**src/rtl/cam_pattern_pkg.sv**
```systemverilog
// Shared types and colour constants for the camera test-pattern generator.
package cam_pattern_pkg;

  typedef enum logic [2:0] {
    ST_IDLE   = 3'd0,
    ST_VSYNC  = 3'd1,
    ST_VBACK  = 3'd2,
    ST_HBLANK = 3'd3,
    ST_ACTIVE = 3'd4
  } state_t;

  typedef enum logic [1:0] {
    MODE_BARS  = 2'd0,
    MODE_GRAD  = 2'd1,
    MODE_CHECK = 2'd2,
    MODE_FRAME = 2'd3
  } mode_t;

  // RGB565 colour-bar palette, left to right.
  localparam logic [15:0] BAR_WHITE   = 16'hFFFF;
  localparam logic [15:0] BAR_YELLOW  = 16'hFFE0;
  localparam logic [15:0] BAR_CYAN    = 16'h07FF;
  localparam logic [15:0] BAR_GREEN   = 16'h07E0;
  localparam logic [15:0] BAR_MAGENTA = 16'hF81F;
  localparam logic [15:0] BAR_RED     = 16'hF800;
  localparam logic [15:0] BAR_BLUE    = 16'h001F;
  localparam logic [15:0] BAR_BLACK   = 16'h0000;

  function automatic logic [15:0] bar_color(input logic [2:0] idx);
    logic [15:0] c;
    case (idx)
      3'd0:    c = BAR_WHITE;
      3'd1:    c = BAR_YELLOW;
      3'd2:    c = BAR_CYAN;
      3'd3:    c = BAR_GREEN;
      3'd4:    c = BAR_MAGENTA;
      3'd5:    c = BAR_RED;
      3'd6:    c = BAR_BLUE;
      default: c = BAR_BLACK;
    endcase
    return c;
  endfunction

endpackage

```
**src/rtl/cam_pattern_gen_if.sv**
```systemverilog
// Control inputs and DVP-style camera outputs of the pattern generator.
interface cam_pattern_gen_if;
  logic        enable;
  logic [1:0]  mode;
  logic        cmos_vsyn;
  logic        cmos_href;
  logic [7:0]  cmos_data;
  logic        frame_done;
  logic [15:0] frame_cnt;

  // Generator side: takes the run request, drives the camera stream.
  modport master (
    input  enable, mode,
    output cmos_vsyn, cmos_href, cmos_data, frame_done, frame_cnt
  );

  // Consumer side: issues the run request, receives the camera stream.
  modport slave (
    output enable, mode,
    input  cmos_vsyn, cmos_href, cmos_data, frame_done, frame_cnt
  );
endinterface

```
**src/rtl/cam_pattern_pixel.sv**
```systemverilog
// Pure combinational RGB565 colour for one pixel position and pattern mode.
module cam_pattern_pixel
  import cam_pattern_pkg::*;
#(
  parameter int SQ_LOG2 = 5
) (
  input  mode_t       i_mode,
  input  logic [15:0] i_x,
  input  logic [15:0] i_y,
  input  logic [2:0]  i_bar,
  input  logic [7:0]  i_frame,
  output logic [15:0] o_pixel
);

  // Only some coordinate bits matter for any given mode.
  logic w_unused;
  assign w_unused = &{1'b0, i_x, i_y};

  // Select the colour for the current pattern.
  always_comb begin
    o_pixel = 16'h0000;
    case (i_mode)
      MODE_BARS:  o_pixel = bar_color(i_bar);
      MODE_GRAD:  o_pixel = {i_x[7:3], i_x[7:2], i_x[7:3]};
      MODE_CHECK: o_pixel = (i_x[SQ_LOG2] ^ i_y[SQ_LOG2]) ? 16'hFFFF : 16'h0000;
      MODE_FRAME: o_pixel = {i_frame, i_frame};
    endcase
  end

endmodule

```
**src/rtl/cam_pattern_gen.sv**
```systemverilog
// Camera test-pattern generator: emits VSYNC/HREF framing and an RGB565
// byte stream (high byte first) in one of four synthetic patterns.
module cam_pattern_gen
  import cam_pattern_pkg::*;
#(
  parameter int H_ACTIVE = 640,
  parameter int V_ACTIVE = 480,
  parameter int H_BLANK  = 100,
  parameter int V_FRONT  = 1000,
  parameter int V_BACK   = 1000,
  parameter int BAR_W    = 80,
  parameter int SQ_LOG2  = 5
) (
  input  logic              cmos_pclk,
  input  logic              rst,
  cam_pattern_gen_if.master bus
);

  if (H_ACTIVE == 0 || V_ACTIVE == 0 || H_BLANK == 0 ||
      V_FRONT == 0 || V_BACK == 0 || BAR_W == 0) begin : g_bad_zero
    $error("cam_pattern_gen: timing and bar-width parameters must be non-zero");
  end
  if (SQ_LOG2 < 0 || SQ_LOG2 > 15) begin : g_bad_sq
    $error("cam_pattern_gen: SQ_LOG2 must lie in 0..15");
  end

  // Terminal counts for each phase, held at counter width.
  localparam logic [31:0] LAST_VF   = 32'(V_FRONT - 1);
  localparam logic [31:0] LAST_VB   = 32'(V_BACK - 1);
  localparam logic [31:0] LAST_HB   = 32'(H_BLANK - 1);
  localparam logic [31:0] LAST_BYTE = 32'(2 * H_ACTIVE - 1);
  localparam logic [31:0] LAST_BPIX = 32'(BAR_W - 1);
  localparam logic [15:0] LAST_LINE = 16'(V_ACTIVE - 1);

  state_t      r_state,     w_state_nxt;
  logic [31:0] r_cnt,       w_cnt_nxt;
  logic [15:0] r_line,      w_line_nxt;
  logic [15:0] r_x,         w_x_nxt;
  logic        r_phase,     w_phase_nxt;
  logic [2:0]  r_bar,       w_bar_nxt;
  logic [31:0] r_bar_cnt,   w_bar_cnt_nxt;
  mode_t       r_mode,      w_mode_nxt;
  logic [7:0]  r_fnum,      w_fnum_nxt;
  logic [15:0] r_frame_cnt, w_frame_cnt_nxt;
  logic        w_done_nxt;
  logic        w_start;

  logic        r_vsyn, r_href, r_done;
  logic [7:0]  r_data;
  logic        w_vsyn_nxt, w_href_nxt;
  logic [7:0]  w_data_nxt;
  logic [15:0] w_pixel;

  // Colour is evaluated for the upcoming cycle so the data byte is registered
  // in step with HREF.
  cam_pattern_pixel #(
    .SQ_LOG2 (SQ_LOG2)
  ) u_pixel (
    .i_mode  (w_mode_nxt),
    .i_x     (w_x_nxt),
    .i_y     (w_line_nxt),
    .i_bar   (w_bar_nxt),
    .i_frame (w_fnum_nxt),
    .o_pixel (w_pixel)
  );

  // Next-state, position counters and frame bookkeeping.
  always_comb begin
    w_state_nxt     = r_state;
    w_cnt_nxt       = r_cnt;
    w_line_nxt      = r_line;
    w_x_nxt         = r_x;
    w_phase_nxt     = r_phase;
    w_bar_nxt       = r_bar;
    w_bar_cnt_nxt   = r_bar_cnt;
    w_mode_nxt      = r_mode;
    w_fnum_nxt      = r_fnum;
    w_frame_cnt_nxt = r_frame_cnt;
    w_done_nxt      = 1'b0;
    w_start         = 1'b0;

    case (r_state)
      ST_IDLE: begin
        if (bus.enable) w_start = 1'b1;
      end
      ST_VSYNC: begin
        if (r_cnt == LAST_VF) begin
          w_state_nxt = ST_VBACK;
          w_cnt_nxt   = '0;
        end else begin
          w_cnt_nxt = r_cnt + 32'd1;
        end
      end
      ST_VBACK: begin
        if (r_cnt == LAST_VB) begin
          w_state_nxt = ST_HBLANK;
          w_cnt_nxt   = '0;
          w_line_nxt  = '0;
        end else begin
          w_cnt_nxt = r_cnt + 32'd1;
        end
      end
      ST_HBLANK: begin
        if (r_cnt == LAST_HB) begin
          // Every line starts at pixel 0, high byte, first bar.
          w_state_nxt   = ST_ACTIVE;
          w_cnt_nxt     = '0;
          w_x_nxt       = '0;
          w_phase_nxt   = 1'b0;
          w_bar_nxt     = '0;
          w_bar_cnt_nxt = '0;
        end else begin
          w_cnt_nxt = r_cnt + 32'd1;
        end
      end
      ST_ACTIVE: begin
        if (r_cnt == LAST_BYTE) begin
          if (r_line == LAST_LINE) begin
            w_done_nxt      = 1'b1;
            w_frame_cnt_nxt = r_frame_cnt + 16'd1;
            if (bus.enable) w_start = 1'b1;
            else            w_state_nxt = ST_IDLE;
          end else begin
            w_state_nxt = ST_HBLANK;
            w_cnt_nxt   = '0;
            w_line_nxt  = r_line + 16'd1;
          end
        end else begin
          w_cnt_nxt   = r_cnt + 32'd1;
          w_phase_nxt = ~r_phase;
          // Pixel position and bar index step only after the low byte.
          if (r_phase) begin
            w_x_nxt = r_x + 16'd1;
            if (r_bar_cnt == LAST_BPIX) begin
              w_bar_cnt_nxt = '0;
              w_bar_nxt     = r_bar + 3'd1;
            end else begin
              w_bar_cnt_nxt = r_bar_cnt + 32'd1;
            end
          end
        end
      end
      default: w_state_nxt = ST_IDLE;
    endcase

    // Frame start: pattern mode and fill number are frozen for the whole frame.
    // The fill number includes a completion counted on this same edge.
    if (w_start) begin
      w_state_nxt = ST_VSYNC;
      w_cnt_nxt   = '0;
      w_mode_nxt  = mode_t'(bus.mode);
      w_fnum_nxt  = w_frame_cnt_nxt[7:0];
    end
  end

  // Output values for the upcoming cycle; data is forced to zero off-line.
  always_comb begin
    w_vsyn_nxt = (w_state_nxt == ST_VSYNC);
    w_href_nxt = (w_state_nxt == ST_ACTIVE);
    w_data_nxt = 8'h00;
    if (w_href_nxt) w_data_nxt = w_phase_nxt ? w_pixel[7:0] : w_pixel[15:8];
  end

  // State, counters and registered outputs.
  always_ff @(posedge cmos_pclk) begin
    if (rst) begin
      r_state     <= ST_IDLE;
      r_cnt       <= '0;
      r_line      <= '0;
      r_x         <= '0;
      r_phase     <= 1'b0;
      r_bar       <= '0;
      r_bar_cnt   <= '0;
      r_mode      <= MODE_BARS;
      r_fnum      <= '0;
      r_frame_cnt <= '0;
      r_vsyn      <= 1'b0;
      r_href      <= 1'b0;
      r_data      <= 8'h00;
      r_done      <= 1'b0;
    end else begin
      r_state     <= w_state_nxt;
      r_cnt       <= w_cnt_nxt;
      r_line      <= w_line_nxt;
      r_x         <= w_x_nxt;
      r_phase     <= w_phase_nxt;
      r_bar       <= w_bar_nxt;
      r_bar_cnt   <= w_bar_cnt_nxt;
      r_mode      <= w_mode_nxt;
      r_fnum      <= w_fnum_nxt;
      r_frame_cnt <= w_frame_cnt_nxt;
      r_vsyn      <= w_vsyn_nxt;
      r_href      <= w_href_nxt;
      r_data      <= w_data_nxt;
      r_done      <= w_done_nxt;
    end
  end

  assign bus.cmos_vsyn  = r_vsyn;
  assign bus.cmos_href  = r_href;
  assign bus.cmos_data  = r_data;
  assign bus.frame_done = r_done;
  assign bus.frame_cnt  = r_frame_cnt;

endmodule

```
**src/flat_wrapper.sv**
```systemverilog
// flat-port wrapper written by rule: the top's interface ports become plain ports
module cam_pattern_gen_flat import cam_pattern_pkg::*;
#(
  parameter int H_ACTIVE = 640,
  parameter int V_ACTIVE = 480,
  parameter int H_BLANK  = 100,
  parameter int V_FRONT  = 1000,
  parameter int V_BACK   = 1000,
  parameter int BAR_W    = 80,
  parameter int SQ_LOG2  = 5
)
  (cmos_pclk, rst, bus_enable, bus_mode, bus_cmos_vsyn, bus_cmos_href, bus_cmos_data, bus_frame_done, bus_frame_cnt);
  cam_pattern_gen_if bus_i ();
  input  logic cmos_pclk;
  input  logic rst;
  input wire logic [$bits(bus_i.enable)-1:0] bus_enable;
  input wire logic [$bits(bus_i.mode)-1:0] bus_mode;
  output wire logic [$bits(bus_i.cmos_vsyn)-1:0] bus_cmos_vsyn;
  output wire logic [$bits(bus_i.cmos_href)-1:0] bus_cmos_href;
  output wire logic [$bits(bus_i.cmos_data)-1:0] bus_cmos_data;
  output wire logic [$bits(bus_i.frame_done)-1:0] bus_frame_done;
  output wire logic [$bits(bus_i.frame_cnt)-1:0] bus_frame_cnt;
  assign bus_i.enable = bus_enable;
  assign bus_i.mode = bus_mode;
  assign bus_cmos_vsyn = bus_i.cmos_vsyn;
  assign bus_cmos_href = bus_i.cmos_href;
  assign bus_cmos_data = bus_i.cmos_data;
  assign bus_frame_done = bus_i.frame_done;
  assign bus_frame_cnt = bus_i.frame_cnt;
  cam_pattern_gen #(.H_ACTIVE(H_ACTIVE), .V_ACTIVE(V_ACTIVE), .H_BLANK(H_BLANK), .V_FRONT(V_FRONT), .V_BACK(V_BACK), .BAR_W(BAR_W), .SQ_LOG2(SQ_LOG2)) u_core (.cmos_pclk(cmos_pclk), .rst(rst), .bus(bus_i));
endmodule
```
**config.mk**
```make
export PLATFORM = sky130hd
export DESIGN_NAME = cam_pattern_gen_flat
export DESIGN_NICKNAME = d
export VERILOG_FILES = /design/src/rtl/cam_pattern_pkg.sv /design/src/rtl/cam_pattern_gen_if.sv /design/src/rtl/cam_pattern_pixel.sv /design/src/rtl/cam_pattern_gen.sv /design/src/flat_wrapper.sv
export SDC_FILE = /design/constraint.sdc
export NUM_CORES = 1
export LEC_CHECK = 0
export CELL_PAD_IN_SITES_DETAIL_PLACEMENT = 0
export CELL_PAD_IN_SITES_GLOBAL_PLACEMENT = 1
export CORE_MARGIN = 2
export CORE_UTILIZATION = 45
export CTS_CLUSTER_DIAMETER = 80
export DETAILED_ROUTE_END_ITERATION = 10
export PLACE_DENSITY_LB_ADDON = 0.08
export REMOVE_ABC_BUFFERS = 1
export SLEW_MARGIN = 30
export SYNTH_ARGS = -nofsm -noshare
export SYNTH_HDL_FRONTEND = slang
export SYNTH_SLANG_ARGS = --single-unit
```
**constraint.sdc**
```tcl
create_clock -name cmos_pclk -period 3.5 [get_ports cmos_pclk]
set_input_delay 0.35 -clock cmos_pclk [delete_from_list [all_inputs] [get_ports cmos_pclk]]
set_output_delay 0.35 -clock cmos_pclk [all_outputs]
set_load 0.05 [all_outputs]
```
==> out/qor.csv <==
metric,value,unit
die_x,124,um
ir_drop,0.000329,V
max_freq,0.298,GHz
grt_first_pass_wirelength,26600,um
nets,858,
start_kind,register,
synth_area_leaders,"dfxtp_1, nor2_1, xor2_1",
grt_max_degree,33,
clk_latency,420,ps
routed_wl,15900,um
rsz0062_at_grt,true,
cts_tree,yes,
grt.overflow.total,0,
start_util,46.5,%
gp_congestion,0.878,
stdcell_area,0.00774,mm^2
die_height,124,um
synth_top_cell_area_share,40.6,%
timing.slew.headroom,39.8,%
ys_warn_count,0,
num_vias,5882,
syn_inst,805,
hold_viol,0,
reg2reg_slack,150,ps
drt-pass1-iter-count,5,
worst_slew_pin_slew,899,ps
viasPerCell,5.67,
min_to,u_core.r_phase,
antenna_left,0,
place_hpwl,11300,um
layout-drive-gt1-share,8.86,%
antenna_found_initial,0,
drv_cap,0,
numCtsBuffers,17,
finClkSkew,8.37,ps
clock_tree.root_cell,clkbuf_16,
die-area,0.0154,mm^2
syn_area_per_cell,8.08,um^2
io_pins,32,
finalCritPeriodShare,95.8,%
fill_cells,1326,
worstReg2RegStart,u_core.r_cnt[0],
fin_crit,3350,ps
port_buffers,31,
avgRoutedWirePerCell,15.3,um
dp.cells,1006,
yosysTopAreaCell,dfxtp_1,
grt_usage,20.8,%
multi_input_area,0.00372,mm^2
fin_cells,1038,
critPathCaptureType,register,
clk_pin_slew_worst_paths,60,ps
hold_start,rst,
synth_edf_count,0,
core-area,0.0140,mm^2
timing.rr.end,u_core.bus.cmos_data[4],
worstSetupPathType,register to register,
clk_path_buf_depth,2,
initialDrtViolationCount,311,
critPathMaxFanout,8,
p_leak,2.72,nW
slew_violations,0,
synth.distinct_cells,58,
synth-seq-cells,132,
ff2ff_path_depth,9,
ys_seq_area_share,40.6,%
grt_pass1_vias,5520,
htreeDepth,4,
cts_sinks,132,
drcViolationCount,0,
synth_ff_type,dfxtp_1,
power_per_cell_area,444,mW/mm^2
seqCellArea,0.00264,mm^2
cp.required,3830,ps
finalSetupTns,0,ps
diodes,0,
cts_hold_buf,0,
setup_viol,0,
area.growth.synth_to_final,19.1,%
hold_path_depth,2,
synthesis.area,0.00650,mm^2
num_rows,43,
outcome,"finished, final reports clean",
post_dp_cell_area,0.00708,mm^2
cp.arrival,3680,ps
async_reset_ff_share,0,%
hp-class,primary input to register,
-- per-stage QoR --
stage | hold WS [ps] | total power, mW | util (%) | setup slack (ps)
after floorplan | 419 | 1.61 | - | -233
after global placement | 457 | 1.65 | 50.6 | 181
final | 411 | 3.44 | 55.4 | 148
after CTS | 402 | 3.47 | 54.9 | 50.6
after detailed placement | 481 | 1.65 | 50.6 | 106
after global routing | 430 | 3.57 | 55.4 | -84.6
-- what timing repair did --
item / CTS / global route
setup buffers: 0 / 2
hold endpoints to repair: 0 / 0
gates resized for setup: 0 / 10
setup endpoints to repair: 0 / 17
-- metal layers --
layer / GRT usage (%) / wire, um / up-vias
met5: 0 / 0 / -
met4: 8.39 / 265 / 0
met3: 4.52 / 644 / 24
met2: 34.1 / 7730 / 140
met1: 26.8 / 7230 / 2795
li1: - / - / 2923
-- critical path, stage by stage (launching register included) --
cell and delay [ps]:
dfxtp_1 390, ha_1 240, or3b_1 430, or3_1 490
a2111oi_1 470, o22ai_1 170, a22oi_1 390, xor2_1 180
nand2_1 190, a311oi_1 300
-- synth_stat cells, drive strengths merged (14+ instances only) --
cell type  number
a21oi          31
and3           22
clkbuf         26
dfxtp         132
inv            18
nand2          82
nand3          44
nand4          24
nor2          133
nor2b          14
nor3           23
nor4           32
o21ai          25
or3            14
xnor2          28
xor2           52
-- cell families (layout without fill, tap and decap cells) --
group | count (synthesis) | count (layout) | share of synthesized area, %
and+or+nand+nor | 426 | 426 | 33.1
DFF | 132 | 132 | 40.6
xor gates and xnor gates | 80 | 80 | 10.8
muxes | 8 | 8 | 1.31
buffers and inverters | 50 | 103 | 2.96
AOI/OAI and AO/OA | 103 | 103 | 10.1
adders and majority gates | 6 | 6 | 1.15
-- cells in the final DEF (no fill, tap or decap), types with 11 or more instances in the layout --
cell             instances
a31oi_1                 11
a21oi_1                 30
inv_1                   18
clkdlybuf4s50_1         30
o21ai_0                 22
nand4_1                 24
clkbuf_16               17
nor2_1                 132
nand2_1                 82
xor2_1                  52
nor3_1                  19
or3_1                   14
dfxtp_1                132
buf_4                   23
and3_1                  22
nand3_1                 43
nor2b_1                 14
nor4_1                  28
xnor2_1                 28
-- area by class of cell --
class / instances / share of cell area [%]
multi-input cells: 623 / 48.0
flip-flops and latches: 132 / 34.1
repair buffers: 55 / 6.32
clock buffers: 21 / 6.08
well taps: 180 / 2.91
clock inverters: 9 / 1.66
inverters: 18 / 0.873
-- worst max-delay path by stage --
stage / start / end / slack [ps] / cells after the start
floorplan: u_core.r_cnt[0] / u_core.r_bar_cnt[12] / -230 / 9
global placement: u_core.r_cnt[0] / u_core.bus.cmos_data[7] / 180 / 9
detailed placement: u_core.r_cnt[0] / u_core.bus.cmos_data[5] / 110 / 9
finish: u_core.r_cnt[0] / u_core.bus.cmos_data[4] / 150 / 9
global route: u_core.r_cnt[1] / u_core.bus.cmos_data[4] / -80 / 9
CTS: u_core.r_cnt[0] / u_core.bus.cmos_data[4] / 50 / 9
-- power breakdown --
group | switching (mW) | leakage [nW] | total [mW] | internal (mW)
Combinational | 0.0740 | 1.36 | 0.114 | 0.0403
Clock | 0.647 | 0.291 | 1.81 | 1.16
Sequential | 0.00613 | 1.06 | 1.51 | 1.51
-- sequential cells by signal, indices dropped and copies added (netlist names) --
register and cells:
u_core.r_fnum 8, u_core.bus.frame_cnt 16, u_core.r_phase 1, u_core.r_mode 2
u_core.r_bar_cnt 32, u_core.bus.frame_done 1, u_core.r_line 16, u_core.bus.cmos_vsyn 1
u_core.bus.cmos_href 1, u_core.r_state 3, u_core.r_bar 3, u_core.bus.cmos_data 8
u_core.r_x 8, u_core.r_cnt 32
Note: power is estimated with default switching activity, not from simulation.
==> RTL change 1 (config.mk and constraints unchanged) <==
Reset style: asynchronous (`rst`), changed in one clocked block.
--- a/src/rtl/cam_pattern_gen.sv
+++ b/src/rtl/cam_pattern_gen.sv
@@ -162,7 +162,7 @@
   end
 
   // State, counters and registered outputs.
-  always_ff @(posedge cmos_pclk) begin
+  always_ff @(posedge cmos_pclk or posedge rst) begin
     if (rst) begin
       r_state     <= ST_IDLE;
       r_cnt       <= '0;
Check against the original RTL: differs if rst is asserted again (counterexample within 4 cycles, from zero or initial values and one cycle with rst high); with rst held inactive, the same outputs for 10 cycles.
==> RTL change 1 against the original RTL <==
- critical path depth down 1
- routed wire length increased by 11%
- design area increased by 9.0%
- worst setup slack improved by 0.12 ns
- sequential cell count unchanged
- via count up 3.1%
- first-iteration DRC count up 23%
- fmax up 3.9%
- clock skew up 0.0018 ns
- synthesized area is 9.6% higher
- critical endpoint is now u_core.bus.cmos_data[1]
Power is not compared: it rests on default switching activity, and its combinational part moved more than twofold at a synthesized area within 25%.
==> RTL change 1: results (changes against the original RTL) <==
outcome finished, final reports clean (unchanged); Netlist cell types 67 (was 58); CP arrival 3.52 ns (was 3.68 ns); filler cell count 1,401 (was 1,326); fraction of layout cells with a size suffix above 1 0.0998 (was 0.0886); initial drt markers 384 (was 311); Inst Count DP 1,036 (was 1,006); Post-Synth XOR/XNOR Area 0.0600 (was 0.108); number of clock-tree buffers in the layout 19 (was 21); sequential fraction of the synthesis area 0.463 (was 0.406); nets 850 (was 858); asr flop ratio synth 1.00 (was 0); global-route wire length before repair 29.5 mm (was 26.6 mm); GPL Wtd Cong 0.853 (was 0.878); Yosys warnings 0 (unchanged); Setup Skew 0.0102 ns (was 0.00837 ns); R2R depth 8 (was 9); worst flop-to-flop path endpoint u_core.bus.cmos_data[1] (was u_core.bus.cmos_data[4]); Slowest cell on crit path and4_1 (was or3_1); Hold Crit Class in2async (was in2reg); Mapped Avg Cell Area 9.04 um^2 (was 8.08 um^2); #MultiIn Comb 612 (was 623); NonClk Buf Share 0.0587 (was 0.0632); switching part of the total 0.207; clk tree area frac 0.0741 (was 0.0774); via count 6,067 (was 5,882); Seq/total area 0.391 (was 0.341); Synth Area in Compound Gates 0.157 (was 0.101); Worst Tran Pin Value 0.746 ns (was 0.899 ns); number of global-route vias before repair 5,856 (was 5,520); Top FF cell, synth dfrtp_1 (was dfxtp_1); Via density 5.68 (was 5.67); Worst path top cell family by delay simple AND/OR/NAND/NOR gates (was compound AO/OA/AOI/OAI gates); worst r2r src u_core.r_cnt[16] (was u_core.r_cnt[0]); synth cell count leaders dfrtp_1 (132), nand2_1 (107), o21ai_0 (78) (was nor2_1 (133), dfxtp_1 (132), nand2_1 (82)); Critical Path Max Stage Delay 0.56 ns (was 0.49 ns); mux cell area share after synthesis 0.0146 (was 0.0131); multi-input gate share of total cell area 0.434 (was 0.480); Port Buf Inserts 31 (unchanged); pin count of the biggest net entering global routing 87 (was 33); average wire per standard cell 16.4 um (was 15.3 um); inverters 22 (was 18); Non-Clock Buffer Count 54 (was 55); adder-cell share of the synthesized area 0.0105 (was 0.0115)
RTL change 1: changes by cell type after synthesis, sizes merged, moves of 6 or more:
cell / delta
clkbuf: -6
dfrtp: +132
dfxtp: -132
mux2: +7
mux2i: -6
nand2: +25
nor2: -59
nor4: -11
o21ai: +54
o31ai: +11
o32ai: -6
or3: -11
xnor2: -10
xor2: -22
RTL change 1: per-stage QoR:
step	hold WS [ns]	cell area (um^2)	setup WS, ns
2_1_floorplan	0.441	7040	-0.376
5_1_grt	0.404	8440	0.0158
3_3_place_gp	0.461	7820	0.340
4_1_cts	0.371	8440	0.223
6_report	0.356	8440	0.273
3_5_place_dp	0.467	7820	0.262
RTL change 1: metal layers:
layer | share of wire | vias up | global-route usage
met4 | 0.020 | 0 | 0.0803
met2 | 0.47 | 127 | 0.349
li1 | - | 2959 | -
met5 | 0 | - | 0
met3 | 0.041 | 23 | 0.0611
met1 | 0.47 | 2958 | 0.295
RTL change 1: worst max-delay path by stage:
stage	from	to	depth (start not counted)
after CTS	u_core.r_cnt[11]	u_core.bus.cmos_data[0]	7
after global placement	u_core.r_cnt[16]	u_core.bus.cmos_data[3]	7
after detailed placement	u_core.r_cnt[11]	u_core.bus.cmos_data[0]	7
after global routing	u_core.r_cnt[11]	u_core.bus.cmos_data[0]	8
final	u_core.r_cnt[16]	u_core.bus.cmos_data[1]	8
after floorplan	rst	u_core.bus.cmos_data[0]	1
RTL change 1: power groups by stage:
stage          Sequential [W]  Combinational (W)  Clock (W)
2_1_floorplan         0.00155          0.0000234          0
3_3_place_gp          0.00155          0.0000418          0
3_5_place_dp          0.00155          0.0000429          0
4_1_cts               0.00153          0.0000431    0.00193
5_1_grt               0.00153          0.0000475    0.00200
6_report              0.00153          0.0000404    0.00189
==> RTL change 2 (same flow settings) <==
Made on the original files. `H_BLANK` is set to 100 in 2 places; all go to 50.
--- a/src/rtl/cam_pattern_gen.sv
+++ b/src/rtl/cam_pattern_gen.sv
@@ -5,7 +5,7 @@
 #(
   parameter int H_ACTIVE = 640,
   parameter int V_ACTIVE = 480,
-  parameter int H_BLANK  = 100,
+  parameter int H_BLANK  = 50,
   parameter int V_FRONT  = 1000,
   parameter int V_BACK   = 1000,
   parameter int BAR_W    = 80,
--- a/src/flat_wrapper.sv
+++ b/src/flat_wrapper.sv
@@ -3,7 +3,7 @@
 #(
   parameter int H_ACTIVE = 640,
   parameter int V_ACTIVE = 480,
-  parameter int H_BLANK  = 100,
+  parameter int H_BLANK  = 50,
   parameter int V_FRONT  = 1000,
   parameter int V_BACK   = 1000,
   parameter int BAR_W    = 80,
Formal check against the unedited RTL: no difference found for any inputs over 4 cycles, from zero or initial values and one cycle with rst high; that may be too few to reach the edited logic, so the function may still have changed.
==> RTL change 2 against the original RTL <==
- clock skew is 0.0016 ns higher
- synthesized cell count is 3.1% lower
- critical path depth is 1 lower
- design area is 1.5% lower
- synthesized area is 0.27% higher
- sequential cell count stayed put
- sequential share of layout area is 0.50 points higher
- power is 1.7% lower
- clock power is 4% lower
- worst setup slack better by 0.032 ns
- hold slack better by 0.022 ns
- routed wire length is 4.7% lower
==> RTL change 2: results (changes against the original RTL) <==
dpl hpwl 11.0 mm (was 11.3 mm); LEAKAGE 2.68 nW (was 2.72 nW); Worst path top cell family by delay simple AND/OR/NAND/NOR gates (was compound AO/OA/AOI/OAI gates); number of global-route vias before repair 5,242 (was 5,520); average wire per standard cell 15.0 um (was 15.3 um); Place WS 0.195 ns (was 0.106 ns); Netlist cell types 75 (was 58); Hold Path End u_core.r_x[0] (was u_core.r_phase); Total GRT Usage 0.200 (was 0.208); Peak VDD IR 0.347 mV (was 0.329 mV); Inst Count DP 980 (was 1,006); inverters 22 (was 18); Critical Path Max Stage Delay 0.66 ns (was 0.49 ns); routed wire length 15.1 mm (was 15.9 mm); Crit. Startpoint u_core.r_cnt[13] (was u_core.r_cnt[0]); Via density 5.49 (was 5.67); DP Area 7050 um^2 (was 7080 um^2); Min Hold Slack 0.432 ns (was 0.411 ns); CTS max path bufs 2 (unchanged); initial drt markers 370 (was 311); Seq/total area 0.346 (was 0.341); sequential fraction of the synthesis area 0.405 (was 0.406); NonClk Buf Share 0.0567 (was 0.0632); global-route wire length before repair 25.5 mm (was 26.6 mm); GPL Wtd Cong 0.838 (was 0.878); fraction of layout cells with a size suffix above 1 0.0830 (was 0.0886); Util after Layout 0.543 (was 0.554); CP arrival 3.67 ns (was 3.68 ns); Slowest cell on crit path or4_1 (was or3_1); worst-path maximum fanout 12 (was 8); Seq pwr share 0.449 (was 0.440); Port Buf Inserts 31 (unchanged); fin crit share 0.949 (was 0.958); Yosys warnings 0 (unchanged); Worst Tran Pin Value 0.711 ns (was 0.899 ns); worst setup path end u_core.bus.cmos_data[7] (was u_core.bus.cmos_data[4]); clk slew on worst S/H paths 0.06 ns (about the same); outcome finished, final reports clean (unchanged); pin count of the biggest net entering global routing 32 (was 33); drt pass-1 iters 4 (was 5); synth top area cells dfxtp_1 (41%), nor2_1 (8.1%), xor2_1 (5.5%), xnor2_1 (5.0%), nand2_1 (3.3%) (was dfxtp_1 (41%), nor2_1 (7.7%), xor2_1 (7.0%), nand2_1 (4.7%), xnor2_1 (3.8%)); #MultiIn Comb 598 (was 623); Cells after Synth 780 (was 805); FF+latch count 132 (unchanged); filler cell count 1,317 (was 1,326); multi-input gate share of total cell area 0.481 (was 0.480); Non-Clock Buffer Count 48 (was 55); Total Power 0.00338 W (was 0.00344 W)
-- RTL change 2: cell count changes after synthesis, moves of 5 or more --
| cell | change |
|---|---|
| nand2_1 | -24 |
| xor2_1 | -11 |
| a21oi_1 | -9 |
| xnor2_1 | +9 |
| nor4_1 | -8 |
| nand3_1 | -7 |
| nor2_1 | +7 |
| a211oi_1 | +6 |
| and3_1 | -6 |
| o32ai_1 | -6 |
| clkbuf_1 | -5 |
-- RTL change 2: routing by layer --
layer,track usage,share of wire,vias up
met5,0,0,-
met3,0.0485,0.036,6
met1,0.274,0.50,2635
met2,0.311,0.46,87
met4,0.0621,0.0050,0
li1,-,-,2822
-- RTL change 2: cells by family after synthesis --
group	share of synthesized area
AO/OA/AOI/OAI	0.111
XOR/XNOR	0.105
adder cells (fa/ha/maj)	0.0134
buffers and inverters	0.0318
flip-flops	0.405
multiplexers	0.0201
AND/OR/NAND/NOR	0.314
